===== config.mk =====
export PLATFORM = sky130hd
export DESIGN_NAME = data_mem_arbiter
export DESIGN_NICKNAME = d
export VERILOG_FILES = /design/src/rtl/data_mem_arbiter.sv
export SDC_FILE = /design/constraint.sdc
export NUM_CORES = 1
export LEC_CHECK = 0
export ABC_CLOCK_PERIOD_IN_PS = 980
export CAP_MARGIN = 15
export CORE_ASPECT_RATIO = 0.5
export CORE_MARGIN = 2
export CORE_UTILIZATION = 16
export DETAILED_ROUTE_END_ITERATION = 10
export PLACE_DENSITY = 0.77
export SLEW_MARGIN = 10
export SYNTH_ARGS = -nofsm -noshare
export SYNTH_HDL_FRONTEND = slang
export SYNTH_SLANG_ARGS = --single-unit

===== constraint.sdc =====
create_clock -name CLK -period 0.98 [get_ports CLK]
set_input_delay 0.098 -clock CLK [delete_from_list [all_inputs] [get_ports CLK]]
set_output_delay 0.098 -clock CLK [all_outputs]
set_load 0.005 [all_outputs]

===== src/rtl/data_mem_arbiter.sv =====
// rtl/data_mem_arbiter.sv - two-port arbiter in front of a single-port data RAM
//
// Purpose
//   Shares one single-port RAM between port A (CPU) and port B (debug/IO,
//   DIP readout). Grants are combinational, so the RAM sees the winner's
//   access in the same cycle. Read data returns to the owning port one cycle
//   later. Throughput is one access per cycle.
//
// Configuration
//   DATA_MEM_ARB_STARVE_GUARD_EN : when defined, port B wins after losing
//   STARVE_LIMIT consecutive cycles. When undefined, port A always has strict
//   priority and the starvation counter is not built.
//
// Ports
//   CLK, RESET          : clock, synchronous active-high reset
//   a_req/a_we          : port A request / write enable
//   a_addr/a_wdata      : port A word address / write data
//   a_gnt               : port A grant (combinational)
//   a_rvalid/a_rdata    : port A read return (rdata is 0 unless rvalid)
//   b_*                 : same set for port B
//   mem_en/mem_we       : RAM enable / write strobe (combinational)
//   mem_addr/mem_wdata  : RAM address / write data
//   mem_rdata           : RAM read data, valid one cycle after an enabled read

module data_mem_arbiter #(
  parameter int ADDR_W       = 7,
  parameter int DATA_W       = 32,
  parameter int STARVE_LIMIT = 4
) (
  input  logic              CLK,
  input  logic              RESET,

  input  logic              a_req,
  input  logic              a_we,
  input  logic [ADDR_W-1:0] a_addr,
  input  logic [DATA_W-1:0] a_wdata,
  output logic              a_gnt,
  output logic              a_rvalid,
  output logic [DATA_W-1:0] a_rdata,

  input  logic              b_req,
  input  logic              b_we,
  input  logic [ADDR_W-1:0] b_addr,
  input  logic [DATA_W-1:0] b_wdata,
  output logic              b_gnt,
  output logic              b_rvalid,
  output logic [DATA_W-1:0] b_rdata,

  output logic              mem_en,
  output logic              mem_we,
  output logic [ADDR_W-1:0] mem_addr,
  output logic [DATA_W-1:0] mem_wdata,
  input  logic [DATA_W-1:0] mem_rdata
);

  // High when port B must win regardless of port A.
  logic starve_hit;

`ifdef DATA_MEM_ARB_STARVE_GUARD_EN
  localparam int CNT_W = 4;
  localparam logic [CNT_W-1:0] LIMIT = CNT_W'(STARVE_LIMIT);

  logic [CNT_W-1:0] starve_cnt_q;
  logic [CNT_W-1:0] starve_cnt_d;

  assign starve_hit = b_req && (starve_cnt_q == LIMIT);

  // Counts consecutive cycles in which B asks and loses; any B grant or
  // B withdrawal starts the count over.
  always_comb begin
    starve_cnt_d = starve_cnt_q;
    if (!b_req || b_gnt) begin
      starve_cnt_d = '0;
    end else if (starve_cnt_q != LIMIT) begin
      starve_cnt_d = starve_cnt_q + 1'b1;
    end
  end

  always_ff @(posedge CLK) begin
    if (RESET) begin
      starve_cnt_q <= '0;
    end else begin
      starve_cnt_q <= starve_cnt_d;
    end
  end
`else
  // STARVE_LIMIT is at least 1, so this is constant low: A keeps strict
  // priority.
  assign starve_hit = b_req && (STARVE_LIMIT == 0);
`endif

  // Grant decision. Nothing is granted while RESET is high.
  logic a_win;
  logic b_win;

  always_comb begin
    b_win = b_req && (!a_req || starve_hit);
    a_win = a_req && !b_win;
    a_gnt = a_win && !RESET;
    b_gnt = b_win && !RESET;
  end

  // RAM drive: winner's payload, everything low when idle.
  always_comb begin
    mem_en    = a_gnt || b_gnt;
    mem_we    = 1'b0;
    mem_addr  = '0;
    mem_wdata = '0;
    if (b_gnt) begin
      mem_we    = b_we;
      mem_addr  = b_addr;
      mem_wdata = b_wdata;
    end else if (a_gnt) begin
      mem_we    = a_we;
      mem_addr  = a_addr;
      mem_wdata = a_wdata;
    end
  end

  // Pending read: one outstanding read, tagged with the port that owns it.
  logic pend_vld_q;
  logic pend_vld_d;
  logic pend_own_b_q;
  logic pend_own_b_d;

  always_comb begin
    pend_vld_d   = mem_en && !mem_we;
    pend_own_b_d = b_gnt;
  end

  always_ff @(posedge CLK) begin
    if (RESET) begin
      pend_vld_q   <= 1'b0;
      pend_own_b_q <= 1'b0;
    end else begin
      pend_vld_q   <= pend_vld_d;
      pend_own_b_q <= pend_own_b_d;
    end
  end

  // The return is masked by RESET so that a read granted just before reset
  // asserts never shows up on rvalid.
  always_comb begin
    a_rvalid = pend_vld_q && !pend_own_b_q && !RESET;
    b_rvalid = pend_vld_q &&  pend_own_b_q && !RESET;
    a_rdata  = a_rvalid ? mem_rdata : '0;
    b_rdata  = b_rvalid ? mem_rdata : '0;
  end

endmodule


==> results.yml, run 1 <==
outcome:
  status: "complete, but fails checks"
  failed_checks: "setup timing"
grt:
  antenna_found_initial: 0
  overflow: 0
  grt_pass1_vias: 1936
  grt_max_degree: 34
  grt_pass1_wl_um: 10160
  grt_usage_pct: 18.19
setup_path:
  crit_type: "reg -> out"
  start_kind: "flip-flop"
  crit_slowest_cell: "dfxtp_2"
  path_delay_family: "buffers and inverters"
  worstPathArrival_ns: 1.31
  end_kind: "primary output"
  max_stage_delay_ns: 0.32
  cp_max_fo: 7
  crit_chain: "nor3b_4, buf_6, buf_6, buf_6, and2_4, buf_6"
  crit_path_frequent_cell: "buf_6"
  crit_buf_inv: 4
  cp.required_ns: 0.88
detailed_routing:
  vias: 2156
  drt-vias-per-instance: 4.549
  postRouteAntennaNets: 0
  drc_errors: 0
  dr.pass1.iters: 4
  dr.first_iter.drc_count: 80
  wl_per_cell_um: 16.94
  wirelength_um: 8029
cells_and_area:
  drive_gt1_share_pct: 53.63
  layout.area.seq_um2: 42.54
  final_cell_area_um2: 3745
  final_core_util_pct: 61.08
  num-fill-cells: 532
  final_common_cell: "clkdlybuf4s50_1"
  nets: 504
  syn_to_final_growth_pct: 266.3
  layout_common_cells: "clkdlybuf4s50_1 (112), buf_6 (59), and2_4 (45)"
  multi_input_area_um2: 1002
  n_antenna_cell: 0
timing:
  rsz0062_at_grt: "yes"
  max_freq_mhz: 708.4
  setup_viol: 106
  maxSlewHeadroom_pct: 82.74
  hold_violations: 0
  layout_min_cycle_time_ns: 1.412
  maxSlewViolCount: 0
  fin_ws_ns: -0.4317
  period_share_pct: 144.1
  tightestPinTransition_ns: 0.2581
clock_network:
  cts_tree: "built"
  htree_levels: 1
  clkSinkCount: 2
  cts_made_buffers: 3
  root_buffer: "clkbuf_16"
  path_clk_slew_ns: 0.03
  clockBufferDepth: 2
yosys:
  yosys_warnings: 0
  synth_fp_nets: 252
  syn_area_um2: 1022
  seq_area_frac_synth_pct: 3.917
  yosysUniqueCellTypes: 15
  syn_area_per_cell_um2: 7.516
  synth-seq-cells: 2
  syn_inst: 136
hold_path:
  min_path_type: "in -> reg"
floorplan:
  coreArea_um2: 6131
  initial_core_util_pct: 16.67
  rows: 20
  die_x_um: 117.0
  pin_count: 225
  die_area_um2: 7083
  die_height_um: 60.52
power_and_ir_drop:
  power_density_nw_per_um2: 492.9
  p_leak_nw: 1.770
  peakVddDrop_v: 0.0003550
run:
  drv_cap: 0
placement:
  place.gp.congestion: 0.7779
  dp_hpwl_um: 5805
  placed_area_um2: 3432
  pre_cts_slack_ns: -0.8891
  io_buffers: 224
final timing paths:
check	from	slack, ns	endpoint	cells after the start
hold / removal	RESET	0.15	pend_own_b_q	3
setup / recovery	pend_vld_q	-0.43	a_rdata[16]	6
routing by layer:
| metal | wire length (um) | vias to the layer above | track usage (%) |
|---|---|---|---|
| li1 | - | 1025 | - |
| met5 | 0 | - | 0 |
| met1 | 3202 | 1064 | 21.75 |
| met2 | 4504 | 63 | 37.24 |
| met3 | 289 | 4 | 1.199 |
| met4 | 33 | 0 | 2.521 |
report_power, final:
group	leakage, nW	internal (mW)	switching, mW
clock network	0.0370	0.519	0.0951
registers	0.0172	0.0872	0.00284
logic	1.72	0.775	0.366
area by class of cell:
| type | instances | area share (%) |
|---|---|---|
| timing repair buffer | 265 | 66.89 |
| multi-input combinational | 114 | 26.76 |
| tap | 88 | 2.940 |
| clock buffer | 3 | 2.005 |
| sequential | 2 | 1.136 |
| inverter | 2 | 0.2673 |
cells by family after synthesis:
family,synth area share [%]
buf+inv,11.50
compound gates,40.02
simple gates,44.55
flops,3.917
registers in the layout, indices dropped and copies added, names as in the netlist:
| name | cells |
|---|---|
| pend_own_b_q | 1 |
| pend_vld_q | 1 |
cell usage after synthesis:
cell      number  area [um2]
dfxtp_1        2       40.04
nor2b_1        1       6.260
buf_6          4       45.04
inv_2          1       3.750
o32ai_1        1       8.760
inv_1          1       3.750
a32o_1        40       400.4
buf_2          8       40.04
clkbuf_2       2       10.01
and2_1        64       400.4
nand2b_1       2       12.51
nor2_1         4       15.01
and3b_1        1       8.760
clkbuf_1       4       15.01
nor3b_2        1       12.51
repair_timing:
item	in CTS	in global routing
hold buffers	0	0
gates resized for setup	248	265
pin swaps	16	60
cloned	4	5
setup buffers	11	9
endpoints found under the setup margin	110	106
per-stage QoR:
| step | TNS, ns | cells | total power, mW | hold slack (ns) |
|---|---|---|---|---|
| floorplan | 0 | 136 | 0.3425 | 0.1704 |
| global placement | -88.61 | 447 | 1.157 | 0.8440 |
| finish | -27.78 | 474 | 1.846 | 0.1543 |
| detailed placement | -90.35 | 447 | 1.182 | 0.8581 |
| CTS | -43.96 | 463 | 1.832 | 0.2147 |
| global route | -32.03 | 474 | 1.938 | 0.1613 |
Power figures use the tool's default switching activity.
==> run 2, diff against run 1 <==
--- a/config.mk
+++ b/config.mk
@@ -11,7 +11,8 @@
 export CORE_MARGIN = 2
 export CORE_UTILIZATION = 16
 export DETAILED_ROUTE_END_ITERATION = 10
-export PLACE_DENSITY = 0.77
+export HOLD_SLACK_MARGIN = 0.08
+export PLACE_DENSITY = 0.74
 export SLEW_MARGIN = 10
 export SYNTH_ARGS = -nofsm -noshare
 export SYNTH_HDL_FRONTEND = slang
==> run 2 against run 1 <==
The flow still finishes with violations (setup timing). Non-clock buffer count is 8 higher. Design area is 8.4% higher. Die area stayed put.
==> results.yml, run 2 (synthesis results as in run 1) <==
timing:
  layout_min_cycle_time_ns: 1.532
  fin_ws_ns: -0.5522
  setup_viol: 103
  maxSlewViolCount: 0
  period_share_pct: 156.3
  maxSlewHeadroom_pct: 85.92
  max_freq_mhz: 652.7
  rsz0062_at_grt: "yes"
  tightestPinTransition_ns: 0.2105
  hold_violations: 0
floorplan:
  coreArea_um2: 6131
  rows: 20
  die_x_um: 117.0
  initial_core_util_pct: 16.67
  die_height_um: 60.52
  die_area_um2: 7083
  pin_count: 225
power_and_ir_drop:
  switching_share_pct: 25.21
  switchingPower_mw: 0.4912
  power_density_nw_per_um2: 480.0
  p_leak_nw: 1.898
  peakVddDrop_v: 0.0004717
  p_clk_share_pct: 31.5
  power_mw: 1.949
  seq_power_share_pct: 4.6
  p_comb_share_pct: 63.9
  p_int_mw: 1.458
grt:
  grt_pass1_vias: 2158
  overflow: 0
  grt_pass1_wl_um: 11570
  grt_max_degree: 25
  antenna_found_initial: 0
  grt_usage_pct: 21.57
detailed_routing:
  wirelength_um: 8530
  vias: 2193
  postRouteAntennaNets: 0
  drt-vias-per-instance: 4.550
  dr.pass1.iters: 4
  wl_per_cell_um: 17.70
  drc_errors: 0
  dr.first_iter.drc_count: 75
clock_network:
  ctsHoldBuffers: 0
  cts_tree: "built"
  clkSinkCount: 2
  root_buffer: "clkbuf_16"
  htree_levels: 1
  path_clk_slew_ns: 0.03
  cts_made_buffers: 3
  clockBufferDepth: 2
cells_and_area:
  final_common_cell: "clkdlybuf4s50_1"
  drive_gt1_share_pct: 54.06
  nets: 512
  n_antenna_cell: 0
  layout_common_cells: "clkdlybuf4s50_1 (107), buf_6 (70), buf_2 (52)"
  final_core_util_pct: 66.22
  syn_to_final_growth_pct: 297.2
  reg_top3: "pend_own_b_q (1), pend_vld_q (1)"
setup_path:
  start_kind: "flip-flop"
  cp.required_ns: 0.88
  max_stage_delay_ns: 0.32
  cp_max_fo: 6
  crit_chain: "and3b_2, buf_12, buf_12, buf_6, and2_4, buf_6"
  worstPathArrival_ns: 1.43
  end_kind: "primary output"
  crit_buf_inv: 4
  path_delay_family: "buffers and inverters"
  crit_type: "reg -> out"
  crit_slowest_cell: "dfxtp_2"
hold_path:
  min_path_type: "in -> reg"
outcome:
  failed_checks: "setup timing"
  status: "complete, but fails checks"
placement:
  pre_cts_slack_ns: -0.9345
  io_buffers: 224
  dp_hpwl_um: 5759
  place.gp.congestion: 0.8457
run:
  drv_cap: 0
-- run 2: cell count changes in the layout (fill, tap and decap cells not counted), moves of 2 or more --
| cell | before | now |
|---|---|---|
| buf_4 | 14 | 6 |
| clkdlybuf4s15_2 | 0 | 7 |
| clkbuf_2 | 26 | 0 |
| dlymetal6s2s_1 | 0 | 3 |
| buf_6 | 59 | 70 |
| buf_2 | 36 | 52 |
| buf_8 | 8 | 4 |
| dlygate4sd2_1 | 3 | 5 |
| buf_16 | 1 | 5 |
| buf_12 | 4 | 11 |
| a32o_2 | 2 | 0 |
| clkdlybuf4s50_1 | 112 | 107 |
| a32o_1 | 38 | 40 |
-- run 2: layout make-up --
cell class / instances / area [um2]
Clock buffer: 3 / 75.07
Fill cell: 487 / 2071
Inverter: 2 / 15.01
Multi-Input combinational cell: 114 / 999.7
Sequential cell: 2 / 42.54
Tap cell: 88 / 110.1
Timing Repair Buffer: 273 / 2818
-- run 2: final timing paths --
kind / slack [ns] / to / start / depth (start not counted)
min: 0.18 / pend_own_b_q / RESET / 3
max: -0.55 / b_rdata[24] / pend_own_b_q / 6
-- run 2: per-stage QoR --
stage | cell area [um2] | hold WS, ns | setup TNS, ns | std cells
after CTS | 3767 | 0.1652 | -34.70 | 482
after detailed placement | 3435 | 0.8018 | -92.45 | 444
after global routing | 4060 | 0.1828 | -36.93 | 482
final | 4060 | 0.1766 | -33.57 | 482
after floorplan | 1022 | 0.1704 | 0 | 136
after global placement | 3435 | 0.7831 | -87.13 | 444
-- run 2: timing repair --
item                                    4_1_cts  5_1_grt
endpoints found under the setup margin      110      105
gates cloned                                  8        3
pin swaps                                    58       27
buffers inserted                             28        5
gates resized for setup                     509       76
-- run 2: layer usage --
metal | routed length [um] | global-route usage (%)
met1 | 3283 | 25.13
met2 | 4754 | 42.11
met3 | 388 | 3.097
met4 | 104 | 6.218
met5 | 0 | 0
-- run 2: power by group through the flow --
stage / Combinational [mW] / Sequential (mW) / Clock (mW)
4_1_cts: 1.19 / 0.0900 / 0.613
5_1_grt: 1.31 / 0.0904 / 0.630
3_3_place_gp: 1.07 / 0.0889 / 0
2_1_floorplan: 0.254 / 0.0886 / 0
3_5_place_dp: 1.09 / 0.0894 / 0
6_report: 1.24 / 0.0903 / 0.614
-- run 2: worst min-delay path: stages --
cell and delay, ns:
buf_8 0.09, buf_4 0.12, nor2_1 0.05
==> run 3, diff against run 2 <==
--- a/config.mk
+++ b/config.mk
@@ -6,7 +6,7 @@
 export NUM_CORES = 1
 export LEC_CHECK = 0
 export ABC_CLOCK_PERIOD_IN_PS = 980
-export CAP_MARGIN = 15
+export CAP_MARGIN = 0
 export CORE_ASPECT_RATIO = 0.5
 export CORE_MARGIN = 2
 export CORE_UTILIZATION = 16
==> results of run 3 <==
The final DEF is identical to that of run 2; final timing and power are the same.
